[config.mk]
export PLATFORM = sky130hd
export DESIGN_NAME = dm_arbiter_flat
export DESIGN_NICKNAME = d
export VERILOG_FILES = /design/src/rtl/dm_arbiter_pkg.sv /design/src/rtl/dm_arbiter_if.sv /design/src/rtl/dm_arbiter.sv /design/src/flat_wrapper.sv
export SDC_FILE = /design/constraint.sdc
export NUM_CORES = 1
export LEC_CHECK = 0
export BUFFER_PORTS_ARGS = -buffer_cell sky130_fd_sc_hd__buf_2
export CAP_MARGIN = 20
export CORE_MARGIN = 8
export CORE_UTILIZATION = 25
export CTS_BUF_LIST = sky130_fd_sc_hd__clkbuf_4 sky130_fd_sc_hd__clkbuf_8
export DETAILED_ROUTE_END_ITERATION = 7
export PLACE_DENSITY = 0.61
export SYNTH_ARGS = -nofsm -noshare
export SYNTH_HDL_FRONTEND = slang
export SYNTH_SLANG_ARGS = --single-unit
export TNS_END_PERCENT = 5
[constraint.sdc]
create_clock -name clk -period 4.1 [get_ports clk]
set_input_delay 0.205 -clock clk [delete_from_list [all_inputs] [get_ports clk]]
set_output_delay 0.205 -clock clk [all_outputs]
set_load 0.05 [all_outputs]
[src/rtl/dm_arbiter_pkg.sv]
// Shared types and constants for the data_memory port arbiter.
package dm_arb_pkg;

  typedef enum logic [1:0] {
    IDLE     = 2'd0,
    CPU_ACC  = 2'd1,
    SCAN_ACC = 2'd2
  } arb_state_t;

  typedef enum logic {
    OWN_CPU  = 1'b0,
    OWN_SCAN = 1'b1
  } owner_t;

  // dm_ctrl size/sign codes understood by data_memory
  localparam logic [2:0] DM_LB  = 3'b000;
  localparam logic [2:0] DM_LH  = 3'b001;
  localparam logic [2:0] DM_LW  = 3'b010;
  localparam logic [2:0] DM_LBU = 3'b100;
  localparam logic [2:0] DM_LHU = 3'b101;

endpackage

[src/rtl/dm_arbiter_if.sv]
// Bundle of CPU, scan-engine and data_memory signals around the arbiter.
// slave is the arbiter's view, master is the surrounding system's view.
interface dm_arbiter_if #(
  parameter int IDX_W = 3
);
  logic             cpu_req;
  logic             cpu_we;
  logic [31:0]      cpu_addr;
  logic [31:0]      cpu_wdata;
  logic [2:0]       cpu_dm_ctrl;
  logic             cpu_ack;
  logic [31:0]      cpu_rdata;
  logic             cpu_stall;

  logic             scan_start;
  logic [31:0]      scan_base;
  logic             scan_busy;
  logic             scan_wr_en;
  logic [IDX_W-1:0] scan_idx;
  logic [31:0]      scan_data;
  logic             scan_done;

  logic [31:0]      mem_addr;
  logic [31:0]      mem_wdata;
  logic             mem_we;
  logic [2:0]       mem_dm_ctrl;
  logic [31:0]      mem_rdata;

  modport slave (
    input  cpu_req, cpu_we, cpu_addr, cpu_wdata, cpu_dm_ctrl,
    output cpu_ack, cpu_rdata, cpu_stall,
    input  scan_start, scan_base,
    output scan_busy, scan_wr_en, scan_idx, scan_data, scan_done,
    output mem_addr, mem_wdata, mem_we, mem_dm_ctrl,
    input  mem_rdata
  );

  modport master (
    output cpu_req, cpu_we, cpu_addr, cpu_wdata, cpu_dm_ctrl,
    input  cpu_ack, cpu_rdata, cpu_stall,
    output scan_start, scan_base,
    input  scan_busy, scan_wr_en, scan_idx, scan_data, scan_done,
    input  mem_addr, mem_wdata, mem_we, mem_dm_ctrl,
    output mem_rdata
  );
endinterface

[src/rtl/dm_arbiter.sv]
// Arbiter for the single data_memory port, shared between the CPU load/store
// stage and the VGA debug-buffer scan engine. Ties alternate between owners;
// the scan engine streams SCAN_WORDS consecutive words per burst.
module dm_arbiter
  import dm_arb_pkg::*;
#(
  parameter int SCAN_WORDS = 8,
  parameter int IDX_W      = (SCAN_WORDS > 1) ? $clog2(SCAN_WORDS) : 1
) (
  input  logic        clk,
  input  logic        rst,
  dm_arbiter_if.slave bus
);

  localparam logic [1:0] ST_IDLE = IDLE;
  localparam logic [1:0] ST_CPU  = CPU_ACC;
  localparam logic [1:0] ST_SCAN = SCAN_ACC;

  localparam logic [IDX_W-1:0] LAST_IDX = IDX_W'(SCAN_WORDS - 1);

  logic [1:0]       state;
  logic [1:0]       state_next;
  owner_t           last_owner;
  logic             scan_busy_q;
  logic             scan_done_q;
  logic [IDX_W-1:0] idx;
  logic [31:0]      scan_base_q;

  logic             cpu_elig;
  logic             scan_elig;
  logic             scan_last;
  logic [31:0]      scan_addr;

  // The final word of a burst must not re-grant the scan engine, since its
  // busy flag only clears at the edge that ends that access.
  assign scan_last = (state == ST_SCAN) && (idx == LAST_IDX);
  assign cpu_elig  = bus.cpu_req && (state != ST_CPU);
  assign scan_elig = scan_busy_q && !scan_last;
  assign scan_addr = (scan_base_q & 32'hFFFF_FFFC) + (32'(idx) << 2);

  // Pick the next owner; on a tie the side not served most recently wins.
  always_comb begin
    state_next = ST_IDLE;
    if (cpu_elig && scan_elig)
      state_next = (last_owner == OWN_SCAN) ? ST_CPU : ST_SCAN;
    else if (cpu_elig)
      state_next = ST_CPU;
    else if (scan_elig)
      state_next = ST_SCAN;
  end

  // Register the grant and remember who received it.
  always_ff @(posedge clk or posedge rst) begin
    if (rst) begin
      state      <= ST_IDLE;
      last_owner <= OWN_SCAN;
    end else begin
      state <= state_next;
      if (state_next == ST_CPU)
        last_owner <= OWN_CPU;
      else if (state_next == ST_SCAN)
        last_owner <= OWN_SCAN;
    end
  end

  // Scan burst bookkeeping: start latch, word index and completion pulse.
  always_ff @(posedge clk or posedge rst) begin
    if (rst) begin
      scan_busy_q <= 1'b0;
      scan_done_q <= 1'b0;
      idx         <= '0;
      scan_base_q <= '0;
    end else begin
      scan_done_q <= 1'b0;
      if (scan_last) begin
        scan_busy_q <= 1'b0;
        scan_done_q <= 1'b1;
        idx         <= '0;
      end else if (state == ST_SCAN) begin
        idx <= idx + 1'b1;
      end
      if (bus.scan_start && !scan_busy_q) begin
        scan_base_q <= bus.scan_base;
        idx         <= '0;
        scan_busy_q <= 1'b1;
      end
    end
  end

  // Steer the memory port from whichever side owns the current cycle.
  always_comb begin
    bus.mem_addr    = 32'h0;
    bus.mem_wdata   = 32'h0;
    bus.mem_we      = 1'b0;
    bus.mem_dm_ctrl = DM_LW;
    case (state)
      ST_CPU: begin
        bus.mem_addr    = bus.cpu_addr;
        bus.mem_wdata   = bus.cpu_wdata;
        bus.mem_we      = bus.cpu_we;
        bus.mem_dm_ctrl = bus.cpu_dm_ctrl;
      end
      ST_SCAN: begin
        bus.mem_addr = scan_addr;
      end
      default: ;
    endcase
  end

  assign bus.cpu_ack    = (state == ST_CPU);
  assign bus.cpu_rdata  = bus.cpu_ack ? bus.mem_rdata : 32'h0;
  assign bus.cpu_stall  = bus.cpu_req & ~bus.cpu_ack;
  assign bus.scan_busy  = scan_busy_q;
  assign bus.scan_done  = scan_done_q;
  assign bus.scan_wr_en = (state == ST_SCAN);
  assign bus.scan_idx   = idx;
  assign bus.scan_data  = bus.scan_wr_en ? bus.mem_rdata : 32'h0;

endmodule

[src/flat_wrapper.sv]
// flat-port wrapper written by rule: the top's interface ports become plain ports
module dm_arbiter_flat import dm_arb_pkg::*;
#(
  parameter int SCAN_WORDS = 8,
  parameter int IDX_W      = (SCAN_WORDS > 1) ? $clog2(SCAN_WORDS) : 1
)
  (clk, rst, bus_cpu_req, bus_cpu_we, bus_cpu_addr, bus_cpu_wdata, bus_cpu_dm_ctrl, bus_cpu_ack, bus_cpu_rdata, bus_cpu_stall, bus_scan_start, bus_scan_base, bus_scan_busy, bus_scan_wr_en, bus_scan_idx, bus_scan_data, bus_scan_done, bus_mem_addr, bus_mem_wdata, bus_mem_we, bus_mem_dm_ctrl, bus_mem_rdata);
  dm_arbiter_if #(.IDX_W(IDX_W)) bus_i ();
  input  logic clk;
  input  logic rst;
  input wire logic [$bits(bus_i.cpu_req)-1:0] bus_cpu_req;
  input wire logic [$bits(bus_i.cpu_we)-1:0] bus_cpu_we;
  input wire logic [$bits(bus_i.cpu_addr)-1:0] bus_cpu_addr;
  input wire logic [$bits(bus_i.cpu_wdata)-1:0] bus_cpu_wdata;
  input wire logic [$bits(bus_i.cpu_dm_ctrl)-1:0] bus_cpu_dm_ctrl;
  output wire logic [$bits(bus_i.cpu_ack)-1:0] bus_cpu_ack;
  output wire logic [$bits(bus_i.cpu_rdata)-1:0] bus_cpu_rdata;
  output wire logic [$bits(bus_i.cpu_stall)-1:0] bus_cpu_stall;
  input wire logic [$bits(bus_i.scan_start)-1:0] bus_scan_start;
  input wire logic [$bits(bus_i.scan_base)-1:0] bus_scan_base;
  output wire logic [$bits(bus_i.scan_busy)-1:0] bus_scan_busy;
  output wire logic [$bits(bus_i.scan_wr_en)-1:0] bus_scan_wr_en;
  output wire logic [$bits(bus_i.scan_idx)-1:0] bus_scan_idx;
  output wire logic [$bits(bus_i.scan_data)-1:0] bus_scan_data;
  output wire logic [$bits(bus_i.scan_done)-1:0] bus_scan_done;
  output wire logic [$bits(bus_i.mem_addr)-1:0] bus_mem_addr;
  output wire logic [$bits(bus_i.mem_wdata)-1:0] bus_mem_wdata;
  output wire logic [$bits(bus_i.mem_we)-1:0] bus_mem_we;
  output wire logic [$bits(bus_i.mem_dm_ctrl)-1:0] bus_mem_dm_ctrl;
  input wire logic [$bits(bus_i.mem_rdata)-1:0] bus_mem_rdata;
  assign bus_i.cpu_req = bus_cpu_req;
  assign bus_i.cpu_we = bus_cpu_we;
  assign bus_i.cpu_addr = bus_cpu_addr;
  assign bus_i.cpu_wdata = bus_cpu_wdata;
  assign bus_i.cpu_dm_ctrl = bus_cpu_dm_ctrl;
  assign bus_cpu_ack = bus_i.cpu_ack;
  assign bus_cpu_rdata = bus_i.cpu_rdata;
  assign bus_cpu_stall = bus_i.cpu_stall;
  assign bus_i.scan_start = bus_scan_start;
  assign bus_i.scan_base = bus_scan_base;
  assign bus_scan_busy = bus_i.scan_busy;
  assign bus_scan_wr_en = bus_i.scan_wr_en;
  assign bus_scan_idx = bus_i.scan_idx;
  assign bus_scan_data = bus_i.scan_data;
  assign bus_scan_done = bus_i.scan_done;
  assign bus_mem_addr = bus_i.mem_addr;
  assign bus_mem_wdata = bus_i.mem_wdata;
  assign bus_mem_we = bus_i.mem_we;
  assign bus_mem_dm_ctrl = bus_i.mem_dm_ctrl;
  assign bus_i.mem_rdata = bus_mem_rdata;
  dm_arbiter #(.SCAN_WORDS(SCAN_WORDS), .IDX_W(IDX_W)) u_core (.clk(clk), .rst(rst), .bus(bus_i));
endmodule
# Word-level counts from Yosys, hierarchy flattened
# Index checks and enable logic that the tools add are counted.
[totals]
reg_bits = 40
word_cells = 44
[op_classes]
addsub = 2
eq_ne = 6
muxes = 18
n_bitwise = 2
n_reduce_logical = 10
[op_table]
columns = ["cell", "n"]
rows = [
  ["$mux 32", 3],
  ["$pmux 32 s2", 1],
  ["$add 32x5->32", 1],
  ["$mux 3", 4],
  ["$mux 2", 4],
  ["$mux 1", 6],
  ["$logic_and 1x1->1", 5],
  ["$eq 2x1->1 const B", 2],
  ["$eq 2x2->1 const B", 2],
  ["$reduce_bool 2->1", 2],
  ["$add 3x1->3 const B", 1],
  ["$eq 3x3->1 const B", 1],
  ["$reduce_bool 3->1", 1],
  ["$logic_not 1->1", 2],
  ["$ne 2x1->1 const B", 1],
  ["$and 1x1->1", 1],
  ["$not 1->1", 1],
]

# Depth between registers and ports, before layout
# Gate-level depths: netlist (run 1).
[depth]
ltp_word = 10
mapped_depth = 9

# Least setup slack after synthesis (run 1)
# OpenSTA, ideal clock, no wires.
[synth_timing]
path_kind = "reg-to-output"
startpoint = "reg u_core.idx[0] (netlist: u_core.bus.scan_idx[0])"
endpoint = "out bus_mem_addr[28]"
arrival_time_ns = 3.291
required_ns = 3.895
slack_ns = 0.604
path_stages_with_launch = 9
cell_sequence = "dfrtp_1 -> ha_1 -> inv_1 -> fa_1 -> nor2b_1 -> o2111ai_1 -> nor3_1 -> xnor2_1 -> o21ai_0"
[synth_via]
elab_chain_len = 2
[synth_lines]
columns = ["element", "line_no", "source"]
rows = [
  ["from (decl)", "dm_arbiter.sv:26", "logic [IDX_W-1:0] idx;"],
  ["from (signal assigned)", "dm_arbiter.sv:80", "idx <= idx + 1'b1;"],
  ["$add 32x5->32", "dm_arbiter.sv:39", "assign scan_addr = (scan_base_q & 32'hFFFF_FFFC) + (32'(idx) << 2);"],
  ["$pmux 32 s2", "dm_arbiter.sv:96", "case (state)"],
  ["to (decl)", "flat_wrapper.sv:26", "output wire logic [$bits(bus_i.mem_addr)-1:0] bus_mem_addr;"],
]
# Every way passes these cells.

# Final worst setup path (run 1)
[layout_timing]
startpoint = "reg u_core.idx[0] (netlist: u_core.bus.scan_idx[0])"
endpoint = "out bus_mem_addr[26]"
# The elaborated chain is that of the path after synthesis.

==> results of run 1 <==
==> cell usage after synthesis (all sizes together) <==
library cell,n,area share [%]
nand2,47,5.6
and2,101,20
fa,1,0.63
o211ai,2,0.48
ha,8,3.2
clkbuf,21,2.5
nor3,7,1.1
xor2,2,0.56
nand4,2,0.60
a211o,1,0.28
nand2b,4,0.79
and3,1,0.20
dfrtp,37,29
nor4b,1,0.28
a211oi,1,0.24
and4,3,0.83
mux2i,2,0.63
or4b,1,0.44
mux2,24,8.6
a21o,2,0.48
nand3,7,1.1
buf,4,0.71
o2111ai,1,0.28
inv,15,1.8
dfstp,1,0.83
o21a,1,0.24
nor2,13,1.5
xnor2,26,7.2
o21ai,37,5.9
nor4,8,2.6
a22o,1,0.28
nor2b,4,0.79
==> state kept, by name, indices dropped and copies added, names as in the netlist <==
register,count
u_core.bus.scan_busy,1
u_core.bus.scan_idx,3
u_core.state,2
u_core.last_owner,1
u_core.scan_base_q,30
u_core.bus.scan_done,1
==> through the flow <==
stage | hold slack, ns | total power, uW | cell area, sq um | utilization, %
after floorplan | 0.3218 | 3091 | 3154 | -
after global placement | 0.3511 | 3812 | 4682 | 37.56
after detailed placement | 0.3559 | 3830 | 4682 | 37.56
after CTS | 0.03801 | 4120 | 4777 | 38.32
after global routing | 0.06293 | 4344 | 4792 | 38.44
final | 0.02271 | 4081 | 4792 | 38.44
==> kinds of logic after synthesis <==
| logic type | count (synthesis) | synth area share (%) |
|---|---|---|
| and+or+nand+nor | 199 | 35.90 |
| AOI/OAI and AO/OA | 46 | 8.132 |
| buffers and inverters | 40 | 4.998 |
| DFF | 38 | 30.19 |
| xor gates and xnor gates | 28 | 7.775 |
| muxes | 26 | 9.203 |
| adders and majority gates | 9 | 3.808 |
==> worst paths after layout <==
path                                   startpoint                endpoint  slack [ns]  cells after the start
setup / recovery           u_core.bus.scan_idx[0]        bus_mem_addr[26]        0.80                      9
hold / removal                                rst  u_core.scan_base_q[12]        0.02                      3
setup reg to reg                  u_core.state[1]       u_core.last_owner        1.99                      6
hold reg to reg                 u_core.last_owner       u_core.last_owner        0.50                      2
max in group asynchronous                     rst       u_core.last_owner        3.71                      3
min in group clk                bus_scan_base[20]  u_core.scan_base_q[20]        0.12                      3
==> final cells by class <==
class                      count  area share (%)
clock inverter                 2          0.2611
sequential                    38           19.87
inverter                      15           1.175
multi-input combinational    308           42.87
timing repair buffer         279           29.61
tap                          172           4.491
clock buffer                   6           1.723
==> critical path: stages, from the launching register on <==
cell and delay (ns):
dfrtp_1 0.42, ha_1 0.22, inv_1 0.06, fa_1 0.42
nor2b_1 0.22, o2111ai_1 0.50, nor3_1 0.36, xnor2_1 0.09
o21ai_0 0.20, buf_2 0.31
==> metal layers <==
layer	track usage (%)	vias to the layer above	wire, microns	share of wire, %
met5	0	-	0	0
met4	1.678	0	35	0.28
met3	4.077	5	1119	8.9
met2	25.78	130	6373	51
met1	16.87	1527	5082	40
li1	-	1785	-	-
==> power groups by stage <==
| stage | registers [uW] | logic [uW] | clock network, uW |
|---|---|---|---|
| floorplan | 792 | 2300 | 0 |
| global placement | 774 | 3040 | 0 |
| detailed placement | 779 | 3050 | 0 |
| CTS | 773 | 3060 | 287 |
| global route | 807 | 3230 | 304 |
| finish | 772 | 3030 | 275 |
==> results.sh, run 1 <==
export IMPL_status="finished, final reports clean"
export IMPL_worst_ep_required_time_ns=3.89
export IMPL_fin_crit_sh_pct=80.41
export IMPL_worst_pin_slew_ns=1.030
export IMPL_die_h_microns=128.3
export IMPL_numClockSinks=38
export IMPL_io_buffers=273
export IMPL_drv_slew=0
export IMPL_netlist_area_sq_um=3154
export IMPL_insertion_delay_ns=0.29
export IMPL_max_cap_violations=0
export IMPL_drt_vias_per_instance=4.204
export IMPL_drt_pass1_iterations=4
export IMPL_core_area_sq_um=12470
export IMPL_fin_crit_ns=3.297
export IMPL_grtUsageTotal_pct=14.32
export IMPL_fin_tns_setup_ns=0
export IMPL_clkPwrFrac_pct=6.7
export IMPL_max_freq_mhz=303.3
export IMPL_syn_inst=386
export IMPL_htreeDepth=2
export IMPL_fin_ws_ns=0.8030
export IMPL_wl_per_cell_microns=15.38
export IMPL_ir_drop_uv=394.5
export IMPL_cts_resized=0
export IMPL_detail_route_antenna_nets=0
export IMPL_start_kind="flop"
export IMPL_start_util_pct=25.30
export IMPL_drive_gt1_share_pct=49.54
export IMPL_finalHoldViolCount=0
export IMPL_dp_hpwl_microns=10340
export IMPL_dieArea_sq_um=16470
export IMPL_grt_overflow=0
export IMPL_power_leakage_uw=0.002552
export IMPL_fill_cells=1382
export IMPL_ys_seq_area_share_pct=30.19
export IMPL_internal_power_uw=1534
export IMPL_slew_headroom_pct=31.27
export IMPL_yosysWarningCount=0
export IMPL_place_congestion=0.8342
export IMPL_critPathKind="reg -> out"
export IMPL_antenna_cells=0
export IMPL_ff_latch_area_sq_um=952.2
export IMPL_vias=3447
export IMPL_syn_to_final_growth_pct=51.92
export IMPL_totalWireLength_microns=12610
export IMPL_power_switching_uw=2547
export IMPL_hold_buffers=0
export IMPL_rsz0062_at_grt="false"
export IMPL_cp_data_arrival_time_ns=3.09
export IMPL_grt_pass1_wl_microns=18800
export IMPL_cts_buffer_depth=2
export IMPL_path_max_fanout=10
export IMPL_grt_pass1_vias=3364
export IMPL_layout_commonest_cell="buf_2"
export IMPL_preCtsSetupSlack_ns=1.143
export IMPL_die_width_microns=128.3
export IMPL_clk_pin_slew_ns=0.09
export IMPL_power_density_nw_per_um2=851.6
export IMPL_io_pins=276
export IMPL_ys_ff_latch=38
export IMPL_avgSynthCellArea_sq_um=8.172
export IMPL_final_setup_skew_ns=0.01280
export IMPL_cts_made_buffers=5
export IMPL_power_frac_comb_pct=74.4
export IMPL_rows=41
export IMPL_grt_start_max_net_pins=39
export IMPL_min_path_type="in -> async"
export IMPL_placed_cells=811
export IMPL_worstSetupEndpointType="primary output"
export IMPL_ys_types=36
export IMPL_cts_tree="yes"
export IMPL_sw_frac_of_total_pct=62.40
export IMPL_finalNetCount=792
export IMPL_synth_nets=531
export IMPL_seqPwrFrac_pct=18.9
export IMPL_setup_viol=0
export IMPL_clock_tree_root_cell="clkbuf_8"
export IMPL_final_cell_mix="buf_2, and2_1, nand2_1"
export IMPL_final_instance_count_excl_fill=820
export IMPL_multi_input_area_sq_um=2054
export IMPL_drtIter0Drc=108
export IMPL_cts_setup_buffers=0
export IMPL_antenna_found_initial=0
export IMPL_drc=0
(Power assumes the default switching activity.)
==> run 2: changes to the inputs <==
==> constraint.sdc (replaced) <==
create_clock -name clk -period 3.21 [get_ports clk]
set_input_delay 0.1605 -clock clk [delete_from_list [all_inputs] [get_ports clk]]
set_output_delay 0.1605 -clock clk [all_outputs]
set_load 0.05 [all_outputs]
==> results.sh, run 2 (same netlist as run 1, synthesis figures left out) <==
export IMPL_status="finished, violations left"
export IMPL_failed_checks="negative hold slack"
export IMPL_clkPwrFrac_pct=9.5
export IMPL_cts_tree="yes"
export IMPL_grt_overflow=0
export IMPL_drtIter0Drc=116
export IMPL_antenna_found_initial=0
export IMPL_regMostFlops="u_core.scan_base_q"
export IMPL_start_kind="flop"
export IMPL_cts_made_buffers=5
export IMPL_finalHoldViolCount=31
export IMPL_rows=41
export IMPL_critPathKind="reg -> out"
export IMPL_dp_hpwl_microns=10190
export IMPL_power_switching_uw=3235
export IMPL_p_total_uw=5346
export IMPL_drc=0
export IMPL_core_area_sq_um=12470
export IMPL_numClockSinks=38
export IMPL_max_cap_violations=0
export IMPL_cp_data_arrival_time_ns=2.75
export IMPL_worstSetupEndpointType="primary output"
export IMPL_seqPwrFrac_pct=18.3
export IMPL_vias=3436
export IMPL_cp_cell_sequence="ha_1, inv_1, fa_1, nor2b_1, o2111ai_1, buf_4, nor3_1, xnor2_1, o21ai_0, buf_2"
export IMPL_fill_cells=1339
export IMPL_dieArea_sq_um=16470
export IMPL_final_cell_mix="buf_2, and2_1, nand2_1"
export IMPL_clk_pin_slew_ns=0.08
export IMPL_design_area_sq_um=4840
export IMPL_power_density_nw_per_um2=1105
export IMPL_power_frac_comb_pct=72.2
export IMPL_ir_drop_uv=531.9
export IMPL_finalNetCount=793
export IMPL_worst_ep_required_time_ns=3.05
export IMPL_grtUsageTotal_pct=13.96
export IMPL_path_max_fanout=10
export IMPL_wl_per_cell_microns=15.08
export IMPL_detail_route_antenna_nets=0
export IMPL_cp_depth=10
export IMPL_syn_to_final_growth_pct=53.43
export IMPL_slowest_delay_ns=0.40
export IMPL_clock_tree_root_cell="clkbuf_8"
export IMPL_min_path_type="in -> async"
export IMPL_drv_slew=0
export IMPL_die_h_microns=128.3
export IMPL_worst_pin_slew_ns=0.9944
export IMPL_layout_commonest_cell="buf_2"
export IMPL_sw_frac_of_total_pct=60.52
export IMPL_fin_crit_ns=2.911
export IMPL_hold_buffers=0
export IMPL_io_pins=276
export IMPL_cts_buffer_depth=2
export IMPL_grt_pass1_vias=3360
export IMPL_place_congestion=0.7686
export IMPL_placed_cell_area_sq_um=4697
export IMPL_cts_setup_buffers=0
export IMPL_rsz0062_at_grt="false"
export IMPL_largest_register_ffs=30
export IMPL_final_setup_skew_ns=0.008283
export IMPL_cts_resized=0
export IMPL_grt_start_max_net_pins=71
export IMPL_path_buf_inv=3
export IMPL_drt_pass1_iterations=4
export IMPL_critPathSlowestCell="dfrtp_1"
export IMPL_slew_headroom_pct=33.57
export IMPL_setup_viol=0
export IMPL_antenna_cells=0
export IMPL_crit_family="adder cells"
export IMPL_drt_vias_per_instance=4.185
export IMPL_insertion_delay_ns=0.29
export IMPL_max_freq_mhz=343.5
export IMPL_r2r_cells=8
export IMPL_grt_pass1_wl_microns=18510
export IMPL_drive_gt1_share_pct=49.61
export IMPL_start_util_pct=25.30
export IMPL_die_width_microns=128.3
export IMPL_internal_power_uw=2111
export IMPL_fin_crit_sh_pct=90.69
export IMPL_power_leakage_uw=0.002577
export IMPL_totalWireLength_microns=12380
export IMPL_io_buffers=273
export IMPL_whs_ns=-0.01562
export IMPL_htreeDepth=2
run 2: changes by cell type in the layout (fill, tap and decap cells not counted), sizes merged:
cell / before / now
buf: 279 / 280
bufinv: 0 / 2
clkinv: 1 / 0
clkinvlp: 1 / 0
run 2: path summary, 6_finish.rpt:
check	from	end	slack, ns
max reg2reg	u_core.state[0]	u_core.last_owner	1.20
min in group clk	bus_scan_base[3]	u_core.scan_base_q[3]	0.08
min reg2reg	u_core.last_owner	u_core.last_owner	0.50
min	rst	u_core.scan_base_q[23]	-0.02
max in group asynchronous	rst	u_core.last_owner	2.86
max	u_core.bus.scan_idx[0]	bus_mem_addr[30]	0.30
run 2: worst register-to-register path, stage by stage (launching register included):
cell	delay [ns]
dfrtp_1	0.39
inv_1	0.06
ha_1	0.35
buf_4	0.32
nand2_1	0.14
nand2_1	0.15
o21a_1	0.14
ha_1	0.23
o21ai_0	0.15
run 2: stage by stage:
stage          std cells  util (%)  TNS, ns  setup WS, ns
2_1_floorplan        386         -   -2.350       -0.2414
3_3_place_gp         813     37.68        0        0.6698
3_5_place_dp         813     37.68        0        0.6145
4_1_cts              821     38.82        0        0.2648
5_1_grt              821     38.82        0        0.1129
6_report             821     38.82        0        0.2989
run 2: layout make-up:
type	count	area [sq um]	share of cell area, %
multi-input cells	308	2054	42.45
repair buffers	280	1419	29.32
flip-flops and latches	38	952.2	19.67
well taps	172	215.2	4.447
clock buffers	6	82.58	1.706
clock inverters	2	60.06	1.241
inverters	15	56.30	1.163
run 2: power groups by stage:
stage / Clock (uW) / Sequential, uW / Combinational, uW
after global routing: 549 / 1020 / 4120
after global placement: 0 / 982 / 3900
final: 508 / 980 / 3860
after detailed placement: 0 / 992 / 3900
after CTS: 523 / 982 / 3910
after floorplan: 0 / 1010 / 2940
run 2: routing by layer:
metal | up-vias | global-route usage, % | part of all wire (%)
li1 | 1795 | - | -
met1 | 1507 | 16.47 | 41
met2 | 127 | 24.98 | 50
met3 | 7 | 4.118 | 9.1
met4 | 0 | 1.678 | 0.40
met5 | - | 0 | 0
